--- src/rtl/fetch_pkg.sv ---
// Shared types and constants for the instruction fetch stage.
package fetch_pkg;

  localparam int XLEN = 32;

  // Instruction word presented on the decode port while no entry is valid.
  localparam logic [XLEN-1:0] INST_NOP = 32'h0000_0013;

  // One fetched instruction together with the address it came from.
  typedef struct packed {
    logic [XLEN-1:0] pc;
    logic [XLEN-1:0] inst;
  } fetch_entry_t;

  // Instructions are word aligned; the low two address bits are dropped.
  function automatic logic [XLEN-1:0] align_pc(input logic [XLEN-1:0] addr);
    return addr & ~32'h0000_0003;
  endfunction

endpackage

--- src/rtl/fetch_fifo.sv ---
// Small synchronous FIFO of fetch entries with a single-cycle flush,
// occupancy count and a combinational head for the decode port.
module fetch_fifo
  import fetch_pkg::*;
#(
  parameter int DEPTH = 2
) (
  input  logic                         clk,
  input  logic                         rst,
  input  logic                         flush,
  input  logic                         push,
  input  fetch_entry_t                 push_data,
  input  logic                         pop,
  output fetch_entry_t                 head,
  output logic [$clog2(DEPTH+1)-1:0]   count,
  output logic                         full,
  output logic                         empty
);

  localparam int CW = $clog2(DEPTH + 1);
  localparam int PW = (DEPTH > 1) ? $clog2(DEPTH) : 1;

  fetch_entry_t        mem [DEPTH];
  logic [PW-1:0]       rd_ptr;
  logic [PW-1:0]       wr_ptr;
  logic                do_push;
  logic                do_pop;

  // Pointers wrap at DEPTH, which need not be a power of two.
  function automatic logic [PW-1:0] next_ptr(input logic [PW-1:0] p);
    return (p == PW'(DEPTH - 1)) ? '0 : p + PW'(1);
  endfunction

  // Push on a full FIFO is accepted only when the head leaves in the same cycle.
  assign do_push = push && (!full || pop);
  assign do_pop  = pop && !empty;

  assign empty = (count == '0);
  assign full  = (count == CW'(DEPTH));
  assign head  = mem[rd_ptr];

  // Pointer and occupancy bookkeeping; flush empties the FIFO in one cycle.
  always_ff @(posedge clk or posedge rst) begin
    // NOTE: state registers use non-blocking assignments so every flop samples pre-edge values.
    if (rst) begin
      rd_ptr <= '0;
      wr_ptr <= '0;
      count  <= '0;
    end else if (flush) begin
      rd_ptr <= '0;
      wr_ptr <= '0;
      count  <= '0;
    end else begin
      if (do_push) wr_ptr <= next_ptr(wr_ptr);
      if (do_pop)  rd_ptr <= next_ptr(rd_ptr);
      case ({do_push, do_pop})
        2'b10:   count <= count + CW'(1);
        2'b01:   count <= count - CW'(1);
        default: count <= count;
      endcase
    end
  end

  // Entry storage.
  always_ff @(posedge clk) begin
    // NOTE: storage is deliberately not reset; count alone decides which slots hold data.
    if (do_push && !flush) mem[wr_ptr] <= push_data;
  end

endmodule

--- src/rtl/fetch_stage.sv ---
// Instruction fetch stage: issues in-order fetches from a local PC under a
// credit limit, buffers responses for decode and handles execute redirects
// by flushing the buffer and discarding stale in-flight responses.
module fetch_stage
  import fetch_pkg::*;
#(
  parameter logic [31:0] RESET_PC = 32'h0000_0000,
  parameter int          DEPTH    = 2
) (
  input  logic        clk,
  input  logic        rst,
  output logic        imem_req_valid,
  input  logic        imem_req_ready,
  output logic [31:0] imem_req_addr,
  input  logic        imem_rsp_valid,
  input  logic [31:0] imem_rsp_data,
  input  logic        redirect_valid,
  input  logic [31:0] redirect_pc,
  output logic        id_valid,
  input  logic        id_ready,
  output logic [31:0] id_inst,
  output logic [31:0] id_pc
);

  localparam int CW = $clog2(DEPTH + 1);

  // Architectural fetch state.
  logic [XLEN-1:0] pc,       pc_d;
  logic [XLEN-1:0] rsp_pc,   rsp_pc_d;
  logic [CW-1:0]   inflight, inflight_d;
  logic [CW-1:0]   drop_cnt, drop_cnt_d;

  // FIFO interface.
  fetch_entry_t    fifo_head;
  fetch_entry_t    fifo_push_data;
  logic [CW-1:0]   fifo_count;
  logic            fifo_full;
  logic            fifo_empty;
  logic            fifo_push;
  logic            fifo_pop;

  logic [CW:0]     occupancy;
  logic            credit_ok;
  logic            req_fire;
  logic [XLEN-1:0] redirect_target;

  // Requests already issued still hold their credit until the response
  // returns, even when that response will be thrown away.
  assign occupancy = {1'b0, inflight} + {1'b0, fifo_count};
  assign credit_ok = occupancy < (CW+1)'(DEPTH);

  assign imem_req_valid  = !rst && !redirect_valid && credit_ok;
  assign imem_req_addr   = pc;
  assign req_fire        = imem_req_valid && imem_req_ready;
  assign redirect_target = align_pc(redirect_pc);

  // A response is kept only when no redirect is landing and nothing stale is pending.
  assign fifo_push      = imem_rsp_valid && !redirect_valid && (drop_cnt == '0);
  assign fifo_push_data = '{pc: rsp_pc, inst: imem_rsp_data};
  assign fifo_pop       = id_valid && id_ready;

  assign id_valid = !fifo_empty;
  assign id_pc    = fifo_head.pc;
  assign id_inst  = fifo_empty ? INST_NOP : fifo_head.inst;

  fetch_fifo #(
    .DEPTH (DEPTH)
  ) u_fifo (
    .clk       (clk),
    .rst       (rst),
    .flush     (redirect_valid),
    .push      (fifo_push),
    .push_data (fifo_push_data),
    .pop       (fifo_pop),
    .head      (fifo_head),
    .count     (fifo_count),
    .full      (fifo_full),
    .empty     (fifo_empty)
  );

  // Next-state for PC, response PC, in-flight and drop counters.
  always_comb begin
    // NOTE: every output gets a default first so no path through the block infers a latch.
    pc_d       = pc;
    rsp_pc_d   = rsp_pc;
    inflight_d = inflight;
    drop_cnt_d = drop_cnt;

    if (redirect_valid) begin
      // Everything in flight except a response landing right now is stale.
      pc_d       = redirect_target;
      rsp_pc_d   = redirect_target;
      drop_cnt_d = inflight - (imem_rsp_valid ? CW'(1) : CW'(0));
    end else begin
      if (req_fire)  pc_d     = pc + 32'd4;
      if (fifo_push) rsp_pc_d = rsp_pc + 32'd4;
      if (imem_rsp_valid && (drop_cnt != '0)) drop_cnt_d = drop_cnt - CW'(1);
    end

    // No request fires during a redirect, so this is valid in both branches.
    case ({req_fire, imem_rsp_valid})
      2'b10:   inflight_d = inflight + CW'(1);
      2'b01:   inflight_d = inflight - CW'(1);
      default: inflight_d = inflight;
    endcase
  end

  // State registers.
  always_ff @(posedge clk or posedge rst) begin
    if (rst) begin
      pc       <= RESET_PC;
      rsp_pc   <= RESET_PC;
      inflight <= '0;
      drop_cnt <= '0;
    end else begin
      pc       <= pc_d;
      rsp_pc   <= rsp_pc_d;
      inflight <= inflight_d;
      drop_cnt <= drop_cnt_d;
    end
  end

  // Memory must never answer a request that was not made.
  a_rsp_has_request : assert property (
    @(posedge clk) disable iff (rst) imem_rsp_valid |-> (inflight != '0)
  );

  // The credit limit keeps the FIFO from overflowing.
  a_no_overflow : assert property (
    @(posedge clk) disable iff (rst) !(fifo_push && fifo_full && !fifo_pop)
  );

  // A stalled decode port holds its instruction until accepted or flushed.
  a_stable_when_stalled : assert property (
    @(posedge clk) disable iff (rst)
      (id_valid && !id_ready && !redirect_valid)
        |=> (id_valid && $stable(id_inst) && $stable(id_pc))
  );

endmodule

--- config.mk ---
export PLATFORM = sky130hd
export DESIGN_NAME = fetch_stage
export DESIGN_NICKNAME = d
export VERILOG_FILES = /design/src/rtl/fetch_pkg.sv /design/src/rtl/fetch_fifo.sv /design/src/rtl/fetch_stage.sv
export SDC_FILE = /design/constraint.sdc
export NUM_CORES = 1
export LEC_CHECK = 0
export ABC_AREA = 1
export BUFFER_PORTS_ARGS = -buffer_cell sky130_fd_sc_hd__buf_2
export CORE_MARGIN = 2
export CORE_UTILIZATION = 38
export DETAILED_ROUTE_END_ITERATION = 7
export SLEW_MARGIN = 20
export SYNTH_ARGS = -nofsm -noshare
export SYNTH_HDL_FRONTEND = slang
export SYNTH_SLANG_ARGS = --single-unit
export TNS_END_PERCENT = 5
--- constraint.sdc ---
create_clock -name clk -period 10.13 [get_ports clk]
set_clock_uncertainty 0.05 [all_clocks]
set_input_delay 0.5065 -clock clk [delete_from_list [all_inputs] [get_ports clk]]
set_output_delay 0.5065 -clock clk [all_outputs]
set_load 0.01 [all_outputs]
==> impl_metrics.py <==
metrics = {
    "run_status": {
        "status": "finished, final reports clean",
    },
    "pwr": {
        "leakage_nw": 4.877,
        "powerDensity_nw_per_um2": 213.1,
        "vdd_drop_max_mv": 0.1056,
    },
    "final_layout": {
        "nets": 1256,
        "area_growth_pct": 18.70,
        "drive_gt1_frac": 0.2037,
        "final_cells": 1517,
        "antenna_cells": 0,
        "n_fill_cell": 2343,
    },
    "synthesis": {
        "yosysWarnings": 0,
        "synth_top_area_cell": "edfxtp_1",
        "synth_area_leaders": "edfxtp_1 40%, dfrtp_1 18%, nand2_1 15%",
        "synth_edf_count": 124,
        "ys_seq_elements": 192,
        "avgSynthCellArea_um2": 9.029,
        "async_reset_ff_frac": 0.3542,
        "synth_area_um2": 9255,
        "ys.flop_type": "edfxtp_1",
        "synth_top_area_share": 0.4023,
        "synth_cell_types": 40,
        "seq_area_frac_synth": 0.5862,
        "syn_inst": 1025,
    },
    "global_route": {
        "grt_use_met3": 0.03974,
        "grt_pass1_vias": 6805,
        "met2_usage": 0.2776,
        "use_met1": 0.2613,
        "grt_use_total": 0.1804,
        "grt_start_max_net_pins": 69,
        "antenna_found_initial": 0,
        "top_usage_layer": "met2",
        "overflow": 0,
        "grt_pass1_wl_um": 36330,
    },
    "die": {
        "die_area_um2": 25620,
        "pin_count": 168,
        "start_util": 0.3839,
        "die-width_um": 160.1,
        "rows": 57,
        "die_h_um": 160.1,
        "core_um2": 24110,
    },
    "timing": {
        "tightest_slew_ps": 1033,
        "fmax_ghz": 0.2869,
        "tns_ps": 0,
        "min_period_ps": 3486,
        "finalSetupViolCount": 0,
        "worst_slack_ps": 6644,
        "hold_violations": 0,
        "relSlewSlack": 0.3094,
        "slew_violations": 0,
        "rsz0062_at_grt": "false",
        "fin_crit_sh": 0.3441,
    },
    "placed_design": {
        "pre_cts_ws_ps": 6333,
        "gp_congestion": 0.8716,
        "dp_hpwl_um": 15570,
        "port_buffers": 161,
        "dp_cells": 1485,
    },
    "drt": {
        "vias": 7347,
        "vias_per_cell": 4.843,
        "final_antenna_net_count": 0,
        "route.detailed.drc": 0,
        "drt-wirelength-per-cell_um": 15.00,
        "wl_um": 22760,
        "first_iter_violations": 529,
        "dr.pass1.iters": 5,
    },
    "clocking": {
        "cts_tree": "built",
        "insertion_delay_ps": 430,
        "cts_sinks": 192,
        "path_clk_slew_ps": 80,
        "numCtsBuffers": 17,
        "cts-root-buf": "clkbuf_16",
        "clk_path_buf_depth": 2,
        "postCtsSetupBuffers": 0,
        "cts.htree.levels": 4,
        "cts_hold_buffers": 0,
        "cts_resized": 0,
    },
    "setup_path": {
        "r2r_start": "drop_cnt[0]",
        "startpoint": "drop_cnt[0]",
        "cp.required_ps": 10150,
        "end_kind": "flop",
        "crit_fanout": 38,
        "path_class": "reg -> reg",
        "cp-start-kind": "flop",
        "cp_data_arrival_time_ps": 3500,
    },
    "run": {
        "cap_viol_max_count": 0,
    },
    "min_path": {
        "hold_start": "imem_rsp_data[13]",
        "hp-class": "in -> reg",
    },
}
per-layer routing:
layer | part of all wire | routed length (um)
met1 | 0.48 | 10990
met3 | 0.059 | 1347
met2 | 0.45 | 10160
met5 | 0 | 0
met4 | 0.011 | 259
cell families (layout without fill, tap and decap cells):
logic type      after synthesis  count (layout)  synth area share
compound gates              117             117           0.07030
xor+xnor                     17              17           0.01609
fa+ha+maj                     6               6          0.008923
buf+inv                     132             297           0.05786
flops                       192             192            0.5862
other cells                   1               4         0.0004052
simple gates                560             560            0.2602
synth_stat cells, types with 6 or more instances:
| cell | number |
|---|---|
| a21oi_1 | 48 |
| buf_2 | 8 |
| buf_4 | 6 |
| clkbuf_1 | 18 |
| dfrtp_1 | 68 |
| edfxtp_1 | 124 |
| inv_1 | 91 |
| inv_2 | 6 |
| nand2_1 | 371 |
| nand2_2 | 6 |
| nand3_1 | 70 |
| nand4_1 | 13 |
| nor2_1 | 66 |
| nor2_2 | 9 |
| nor2_4 | 6 |
| o211ai_1 | 12 |
| o21ai_0 | 35 |
| o21ai_1 | 8 |
| xor2_1 | 14 |
power breakdown:
part           internal (mW)  switching [mW]
clock                  0.356           0.332
sequential             0.946          0.0992
combinational          0.206           0.401
total                   1.51           0.832
sequential cells by signal, summed over array words and instances (netlist names):
| register | flops |
|---|---|
| rsp_pc | 30 |
| drop_cnt | 2 |
| u_fifo.mem | 124 |
| u_fifo.count | 2 |
| u_fifo.wr_ptr | 1 |
| imem_req_addr | 30 |
| u_fifo.rd_ptr | 1 |
| inflight | 2 |
layout by cell type (no fill, tap or decap), drive strengths merged:
master      n
dfrtp      68
edfxtp    124
clkinv      5
a21oi      49
nand4      14
and2        1
clkinvlp    1
o21bai      6
fa          1
o21ai      43
conb        4
buf       168
nor3b       1
nand2     380
o221ai      1
bufinv      1
nand3b      4
nand3      71
xnor2       3
nor2       81
ha          5
a31oi       5
clkbuf     17
a22oi       1
xor2       14
o211ai     12
nor3        8
inv       105
worst max-delay path: stages (launching register included):
cell	delay (ps)
dfrtp_1	360
inv_1	90
ha_1	170
nand2_1	130
nor2_2	560
o21ai_0	470
nor2_4	680
buf_4	570
path summary, 6_finish.rpt:
path / to / slack [ps] / cells past startpoint
worst min-delay path: u_fifo.mem[0][13] / 210 / 1
max in group asynchronous: u_fifo.rd_ptr / 9040 / 3
min in group asynchronous: imem_req_addr[3] / 360 / 3
worst min register to register: u_fifo.mem[1][62] / 420 / 0
worst max register to register: u_fifo.mem[0][31] / 6640 / 7
worst max-delay path: u_fifo.mem[0][31] / 6640 / 7
layout make-up:
type                    count  area (um2)  area share
repair buffers            168       858.3     0.07813
clock buffers              17       425.4     0.03872
clock inverters            15       182.7     0.01663
inverters                  97       364.1     0.03314
multi-input cells         704        3323      0.3025
well taps                 324       405.4     0.03690
flip-flops and latches    192        5426      0.4940
through the flow:
stage	instance area, um2	hold slack (ps)	utilization	power (mW)
2_1_floorplan	9266	392.1	-	1.425
3_3_place_gp	10380	403.0	0.4305	1.662
3_5_place_dp	10380	423.7	0.4305	1.675
4_1_cts	10990	188.0	0.4557	2.362
5_1_grt	10990	179.8	0.4557	2.479
6_report	10990	209.6	0.4557	2.341
(Power assumes the default switching activity.)
